===== src/rtl/ps2_scancode_rx_if.sv =====
// PS/2 receive-side bundle: raw keyboard pins in, decoded scan-code stream out.
// master = keyboard/consumer side, slave = the receiver.
interface ps2_scancode_rx_if;
    logic       ps2_clock;
    logic       ps2_data;
    logic       ps2_key_pressed;
    logic [7:0] ps2_key_data;
    logic       rx_error;
    logic       rx_busy;

    modport master (
        output ps2_clock,
        output ps2_data,
        input  ps2_key_pressed,
        input  ps2_key_data,
        input  rx_error,
        input  rx_busy
    );

    modport slave (
        input  ps2_clock,
        input  ps2_data,
        output ps2_key_pressed,
        output ps2_key_data,
        output rx_error,
        output rx_busy
    );
endinterface


===== src/rtl/ps2_scancode_rx.sv =====
// PS/2 device-to-host receiver: synchronise and deglitch the pins, deserialise
// 11-bit frames, check start/odd-parity/stop, and abort stalled frames on timeout.
//
// state  | meaning
// -------+-----------------------------------------------
// IDLE   | waiting for a start bit (data low on falling edge)
// DATA   | shifting in 8 data bits, LSB first
// PARITY | capturing the odd-parity bit
// STOP   | checking stop bit and parity, delivering byte or error
module ps2_scancode_rx #(
    parameter int FILTER_LEN     = 8,
    parameter int TIMEOUT_CYCLES = 50000,
    parameter int CNT_W          = 16
) (
    input logic             clk,
    input logic             clrn,
    ps2_scancode_rx_if.slave bus
);

    localparam int FW = $clog2(FILTER_LEN + 1);

    typedef enum logic [1:0] {
        IDLE,
        DATA,
        PARITY,
        STOP
    } state_t;

    state_t       state, state_n;
    logic [1:0]   clk_sync, data_sync;
    logic [FW-1:0] flt_cnt;
    logic         clk_f, clk_f_prev;
    logic         fe, rx_bit, timeout;
    logic [CNT_W-1:0] to_cnt;
    logic [2:0]   bit_cnt, bit_cnt_n;
    logic [7:0]   shift, shift_n;
    logic         parity_bit, parity_n;
    logic [7:0]   key_data, key_data_n;
    logic         pressed, pressed_n;
    logic         error, error_n;

    // Two-flop synchronisers; pins idle high so reset to 1 avoids a false edge.
    always_ff @(posedge clk or negedge clrn) begin
        if (!clrn) begin
            clk_sync  <= 2'b11;
            data_sync <= 2'b11;
        end else begin
            clk_sync  <= {clk_sync[0], bus.ps2_clock};
            data_sync <= {data_sync[0], bus.ps2_data};
        end
    end

    // Filtered clock follows the synchronised pin only after FILTER_LEN agreeing samples.
    always_ff @(posedge clk or negedge clrn) begin
        if (!clrn) begin
            flt_cnt    <= '0;
            clk_f      <= 1'b1;
            clk_f_prev <= 1'b1;
        end else begin
            clk_f_prev <= clk_f;
            if (clk_sync[1] != clk_f) begin
                if (flt_cnt == FW'(FILTER_LEN - 1)) begin
                    clk_f   <= clk_sync[1];
                    flt_cnt <= '0;
                end else begin
                    flt_cnt <= flt_cnt + 1'b1;
                end
            end else begin
                flt_cnt <= '0;
            end
        end
    end

    assign fe      = clk_f_prev & ~clk_f;
    assign rx_bit  = data_sync[1];
    assign timeout = (state != IDLE) && (to_cnt == CNT_W'(TIMEOUT_CYCLES));

    always_ff @(posedge clk or negedge clrn) begin
        if (!clrn) begin
            to_cnt <= '0;
        end else if (fe || state == IDLE) begin
            to_cnt <= '0;
        end else begin
            to_cnt <= to_cnt + 1'b1;
        end
    end

    always_ff @(posedge clk or negedge clrn) begin
        if (!clrn) begin
            state      <= IDLE;
            bit_cnt    <= '0;
            shift      <= '0;
            parity_bit <= 1'b0;
            key_data   <= '0;
            pressed    <= 1'b0;
            error      <= 1'b0;
        end else begin
            state      <= state_n;
            bit_cnt    <= bit_cnt_n;
            shift      <= shift_n;
            parity_bit <= parity_n;
            key_data   <= key_data_n;
            pressed    <= pressed_n;
            error      <= error_n;
        end
    end

    // Timeout takes priority over a coincident falling edge.
    always_comb begin
        state_n    = state;
        bit_cnt_n  = bit_cnt;
        shift_n    = shift;
        parity_n   = parity_bit;
        key_data_n = key_data;
        pressed_n  = 1'b0;
        error_n    = 1'b0;
        if (timeout) begin
            state_n = IDLE;
            error_n = 1'b1;
        end else if (fe) begin
            case (state)
                IDLE: begin
                    if (!rx_bit) begin
                        state_n   = DATA;
                        bit_cnt_n = '0;
                    end
                end
                DATA: begin
                    shift_n   = {rx_bit, shift[7:1]};
                    bit_cnt_n = bit_cnt + 1'b1;
                    if (bit_cnt == 3'd7) begin
                        state_n = PARITY;
                    end
                end
                PARITY: begin
                    parity_n = rx_bit;
                    state_n  = STOP;
                end
                STOP: begin
                    state_n = IDLE;
                    if (rx_bit && (^{shift, parity_bit})) begin
                        key_data_n = shift;
                        pressed_n  = 1'b1;
                    end else begin
                        error_n = 1'b1;
                    end
                end
                default: state_n = IDLE;
            endcase
        end
    end

    assign bus.ps2_key_pressed = pressed;
    assign bus.ps2_key_data    = key_data;
    assign bus.rx_error        = error;
    assign bus.rx_busy         = (state != IDLE);

endmodule

===== src/flat_wrapper.sv =====
// flat-port wrapper written by rule: the top's interface ports become plain ports
module ps2_scancode_rx_flat 
#(
    parameter int FILTER_LEN     = 8,
    parameter int TIMEOUT_CYCLES = 50000,
    parameter int CNT_W          = 16
)
  (clk, clrn, bus_ps2_clock, bus_ps2_data, bus_ps2_key_pressed, bus_ps2_key_data, bus_rx_error, bus_rx_busy);
  ps2_scancode_rx_if bus_i ();
  input logic clk;
  input logic clrn;
  input wire logic [$bits(bus_i.ps2_clock)-1:0] bus_ps2_clock;
  input wire logic [$bits(bus_i.ps2_data)-1:0] bus_ps2_data;
  output wire logic [$bits(bus_i.ps2_key_pressed)-1:0] bus_ps2_key_pressed;
  output wire logic [$bits(bus_i.ps2_key_data)-1:0] bus_ps2_key_data;
  output wire logic [$bits(bus_i.rx_error)-1:0] bus_rx_error;
  output wire logic [$bits(bus_i.rx_busy)-1:0] bus_rx_busy;
  assign bus_i.ps2_clock = bus_ps2_clock;
  assign bus_i.ps2_data = bus_ps2_data;
  assign bus_ps2_key_pressed = bus_i.ps2_key_pressed;
  assign bus_ps2_key_data = bus_i.ps2_key_data;
  assign bus_rx_error = bus_i.rx_error;
  assign bus_rx_busy = bus_i.rx_busy;
  ps2_scancode_rx #(.FILTER_LEN(FILTER_LEN), .TIMEOUT_CYCLES(TIMEOUT_CYCLES), .CNT_W(CNT_W)) u_core (.clk(clk), .clrn(clrn), .bus(bus_i));
endmodule

===== config.mk =====
export PLATFORM = sky130hd
export DESIGN_NAME = ps2_scancode_rx_flat
export DESIGN_NICKNAME = d
export VERILOG_FILES = /design/src/rtl/ps2_scancode_rx_if.sv /design/src/rtl/ps2_scancode_rx.sv /design/src/flat_wrapper.sv
export SDC_FILE = /design/constraint.sdc
export NUM_CORES = 1
export LEC_CHECK = 0
export CAP_MARGIN = 0
export CORE_ASPECT_RATIO = 0.75
export CORE_UTILIZATION = 56
export CTS_CLUSTER_DIAMETER = 100
export DETAILED_ROUTE_END_ITERATION = 12
export DONT_BUFFER_PORTS = 1
export PLACE_DENSITY = 0.72
export SLEW_MARGIN = 20
export SYNTH_ARGS = -nofsm -noshare
export SYNTH_HDL_FRONTEND = slang
export SYNTH_SLANG_ARGS = --single-unit

===== constraint.sdc =====
create_clock -name clk -period 2.01 [get_ports clk]
set_clock_uncertainty 0.2 [all_clocks]
set_input_delay 0.3015 -clock clk [delete_from_list [all_inputs] [get_ports clk]]
set_output_delay 0.3015 -clock clk [all_outputs]
set_load 0.01 [all_outputs]

==> out/qor.csv <==
stage;metric;value;unit
critical_path;Critical Path AT;2040;ps
detailed_routing;vias per cell;5.441;
clocking;Max Root-Sink Buffers;2;
detailed_routing;Antenna Nets Post-Route;0;
run_status;failing checks;setup timing;
pwr;Pleak;1.352;nW
detailed_routing;WL per Instance;15.33;microns
clocking;Root Buffer;clkbuf_8;
yosys;Async S/R FF share, synth;1.000;
job;total of max-cap violations;0;
sta;fin. max-slew vios;0;
sta;Max-slew headroom;0.6420;
sta;Hold Fails Final Rpt;0;
yosys;EDFF count, synth;0;
sta;final setup margin;-46.44;ps
worst_hold_path;Worst Hold End;u_core.data_sync[1];
yosys;most frequent cell after synthesis;dfrtp_1;
critical_path;CP Launch Type;flip-flop;
critical_path;worst-case reg-to-reg path depth;5;
detailed_routing;routed vias;1529;
critical_path;R2R Setup Slk;-50;ps
pwr;Pwr Density;988.9;nW/um^2
yosys;post-synthesis mux area share;0.08743;
clocking;clock sinks;50;
yosys;sequential area share after synthesis;0.5429;
yosys;Syn Std Cell Area;2318;sq um
yosys;ys flop type;dfrtp_1;
detailed_routing;first drt pass iteration count;4;
placement;I/O Buffers;0;
cells_and_area;share of cells above drive strength 1;0.3144;
yosys;Mapped Nets;208;
detailed_routing;Residual DRC;0;
critical_path;critical path data required time;1990;ps
yosys;area leader, netlist;dfrtp_1;
yosys;Synth Area per Inst;11.95;sq um
grt;vias in the first global route;1524;
cells_and_area;n_diodes;0;
clocking;Num CTS Buffers;5;
yosys;top post-synthesis cells by area;dfrtp_1 47%, mux2_2 8.7%, dfstp_2 6.8%;
clocking;maximum level of the CTS H-tree;2;
placement;detailed-placement wirelength estimate;3059;microns
floorplan;core area;3804;sq um
placement;gpl congestion;0.7847;
yosys;Synth top area share;0.4749;
clocking;Reg clk slew, reported paths;90;ps
floorplan;IO Count;15;
grt;GR Util met3;0.05669;
floorplan;FP Rows;19;
detailed_routing;WL final;4308;microns
worst_hold_path;hold path depth;0;
sta;Final Cycle Share;1.023;
critical_path;CP Class;reg2reg;
sta;RSZ-0062 raised after global routing;yes;
cells_and_area;Layout Utilization;0.7345;
yosys;largest family of logic cells by synthesized area;simple AND/OR/NAND/NOR gates;
clocking;clk_lat worst skew;300;ps
floorplan;Die Y;57.73;microns
grt;initial antenna violation count;0;
critical_path;WP depth;5;
yosys;Cells after Synth;194;
critical_path;worst-path fanout max;9;
grt;global routing usage on met2;0.3423;
yosys;xor/xnor cell area share of the yosys netlist;0.08473;
critical_path;critical path's top delay family;XOR/XNOR gates;
grt;gr busiest metal;met2;
sta;endpoints failing setup;9;
yosys;synth warn;0;
critical_path;Reg2Reg Capture Point;u_core.bus.ps2_key_data[4];
grt;total global routing overflow;0;
critical_path;Crit. End Element;flip-flop;
critical_path;CP max stage delay;450;ps
grt;first-pass GRT wire length;7251;microns
run_status;status;complete, but fails checks;
cells_and_area;Area Overhead vs Synth;20.51;%
worst_hold_path;Worst Hold Launch;u_core.data_sync[0];
floorplan;initial core utilization;0.6095;
worst_hold_path;Min-Delay Path Class;reg2reg;
critical_path;crit path buf inv count;0;
pwr;VDD IR max;840.5;uV
yosys;Simple-Gate Fraction of Synth Area;0.1635;
floorplan;Die ar.;4404;sq um
grt;GR Layer Usage met1;0.2987;
clocking;TritonCTS clock tree;done;
grt;largest net degree at the start of global routing;51;
sta;Max Fclk;0.4863;GHz
yosys;Unique masters post-synth;37;
yosys;synthesis-stage register bit count;50;
critical_path;worst flop-to-flop path startpoint;u_core.shift[1];
cells_and_area;Final nets;242;
yosys;fraction of the mapped netlist area in adder cells;0.05397;
critical_path;Critical-path top delay cell;xnor3_1;
yosys;Compound-Gate Fraction of Synth Area;0.05127;
sta;worst-margin pin slew;535.7;ps
detailed_routing;Initial DRC Count;67;
floorplan;chip width;76.30;microns
critical_path;crit-path cells;xnor2_1 -> xnor3_1 -> xnor2_2 -> nand3_4 -> mux2_2;
sta;Tmin final;2056;ps
grt;gr usage total;0.2152;
yosys;most common library cells after synthesis;44 x dfrtp_1, 19 x nor2_1, 18 x mux2_2, 15 x nand2_1, 11 x xor2_1;
sta;total negative slack;-310.4;ps
kinds of logic after synthesis:
kind of cell	after synthesis
compound gates	17
xor+xnor	20
buf+inv	10
fa+ha+maj	10
simple gates	69
flops	50
mux	18
cell usage in the layout, fill, tap and decap left out, types with 2 or more instances in the layout:
master,netlist,final
inv_2,0,2
xnor2_1,7,7
o2bb2ai_1,2,2
xor2_1,11,11
buf_4,0,23
a21oi_1,6,5
inv_1,9,7
nand2_1,15,14
ha_1,10,8
dfrtp_1,44,44
clkbuf_8,0,6
or3_1,3,3
and3_1,2,2
nand3_1,6,5
dlygate4sd3_1,0,3
a221o_1,2,2
and4b_1,2,2
mux2_2,18,18
nor3_1,3,3
o21ai_0,4,4
nand4_1,5,5
dfstp_2,6,6
nor2_1,19,19
state kept, by name (all words and copies together), names as in the netlist, 2 cells and up:
signal	count
u_core.clk_sync	2
u_core.flt_cnt	4
u_core.bit_cnt	3
u_core.state	2
u_core.shift	8
u_core.to_cnt	16
u_core.data_sync	2
u_core.bus.ps2_key_data	8
where the power goes:
part | internal (W) | switching, W
sequential | 0.00113 | 0.0000831
clock | 0.000406 | 0.000317
combinational | 0.000378 | 0.000450
layer usage:
layer	up-vias	share of wire
li1	746	-
met1	761	0.50
met2	20	0.46
met3	2	0.039
met4	0	0.0044
met5	-	0
repair_timing:
action / CTS / global route
hold buffers: 4 / 0
buffers inserted: 0 / 2
hold endpoints to repair: 52 / 0
pin swaps: 3 / 4
setup endpoints to repair: 10 / 19
gates resized for setup: 4 / 6
worst max path at each step:
stage	start	to	slack [ps]
floorplan	u_core.state[1]	u_core.shift[0]	20
global placement	u_core.shift[1]	u_core.bus.ps2_key_data[1]	20
detailed placement	u_core.shift[5]	u_core.bus.ps2_key_data[4]	-80
CTS	u_core.shift[1]	u_core.bus.ps2_key_data[4]	-60
global route	u_core.shift[1]	u_core.bus.ps2_key_data[7]	-110
finish	u_core.shift[1]	u_core.bus.ps2_key_data[4]	-50
stage by stage:
| stage | cells | hold WS (ps) | total power, W | setup WS [ps] | instance area, sq um |
|---|---|---|---|---|---|
| 3_3_place_gp | 267 | -192.8 | 0.001926 | 17.23 | 2571 |
| 4_1_cts | 279 | 165.0 | 0.002756 | -62.46 | 2759 |
| 3_5_place_dp | 267 | -192.8 | 0.001969 | -76.20 | 2571 |
| 2_1_floorplan | 194 | -194.1 | 0.001722 | 15.46 | 2345 |
| 5_1_grt | 281 | 174.9 | 0.002913 | -111.0 | 2794 |
| 6_report | 281 | 165.8 | 0.002763 | -46.44 | 2794 |
area by class of cell:
cell class,instances,area (sq um)
sequential,50,1259
multi-input combinational,134,1079
fill,270,1010
timing repair buffer,28,241.5
clock buffer,7,86.33
tap,52,65.06
inverter,9,33.78
clock inverter,1,30.03
Power figures use the tool's default switching activity.
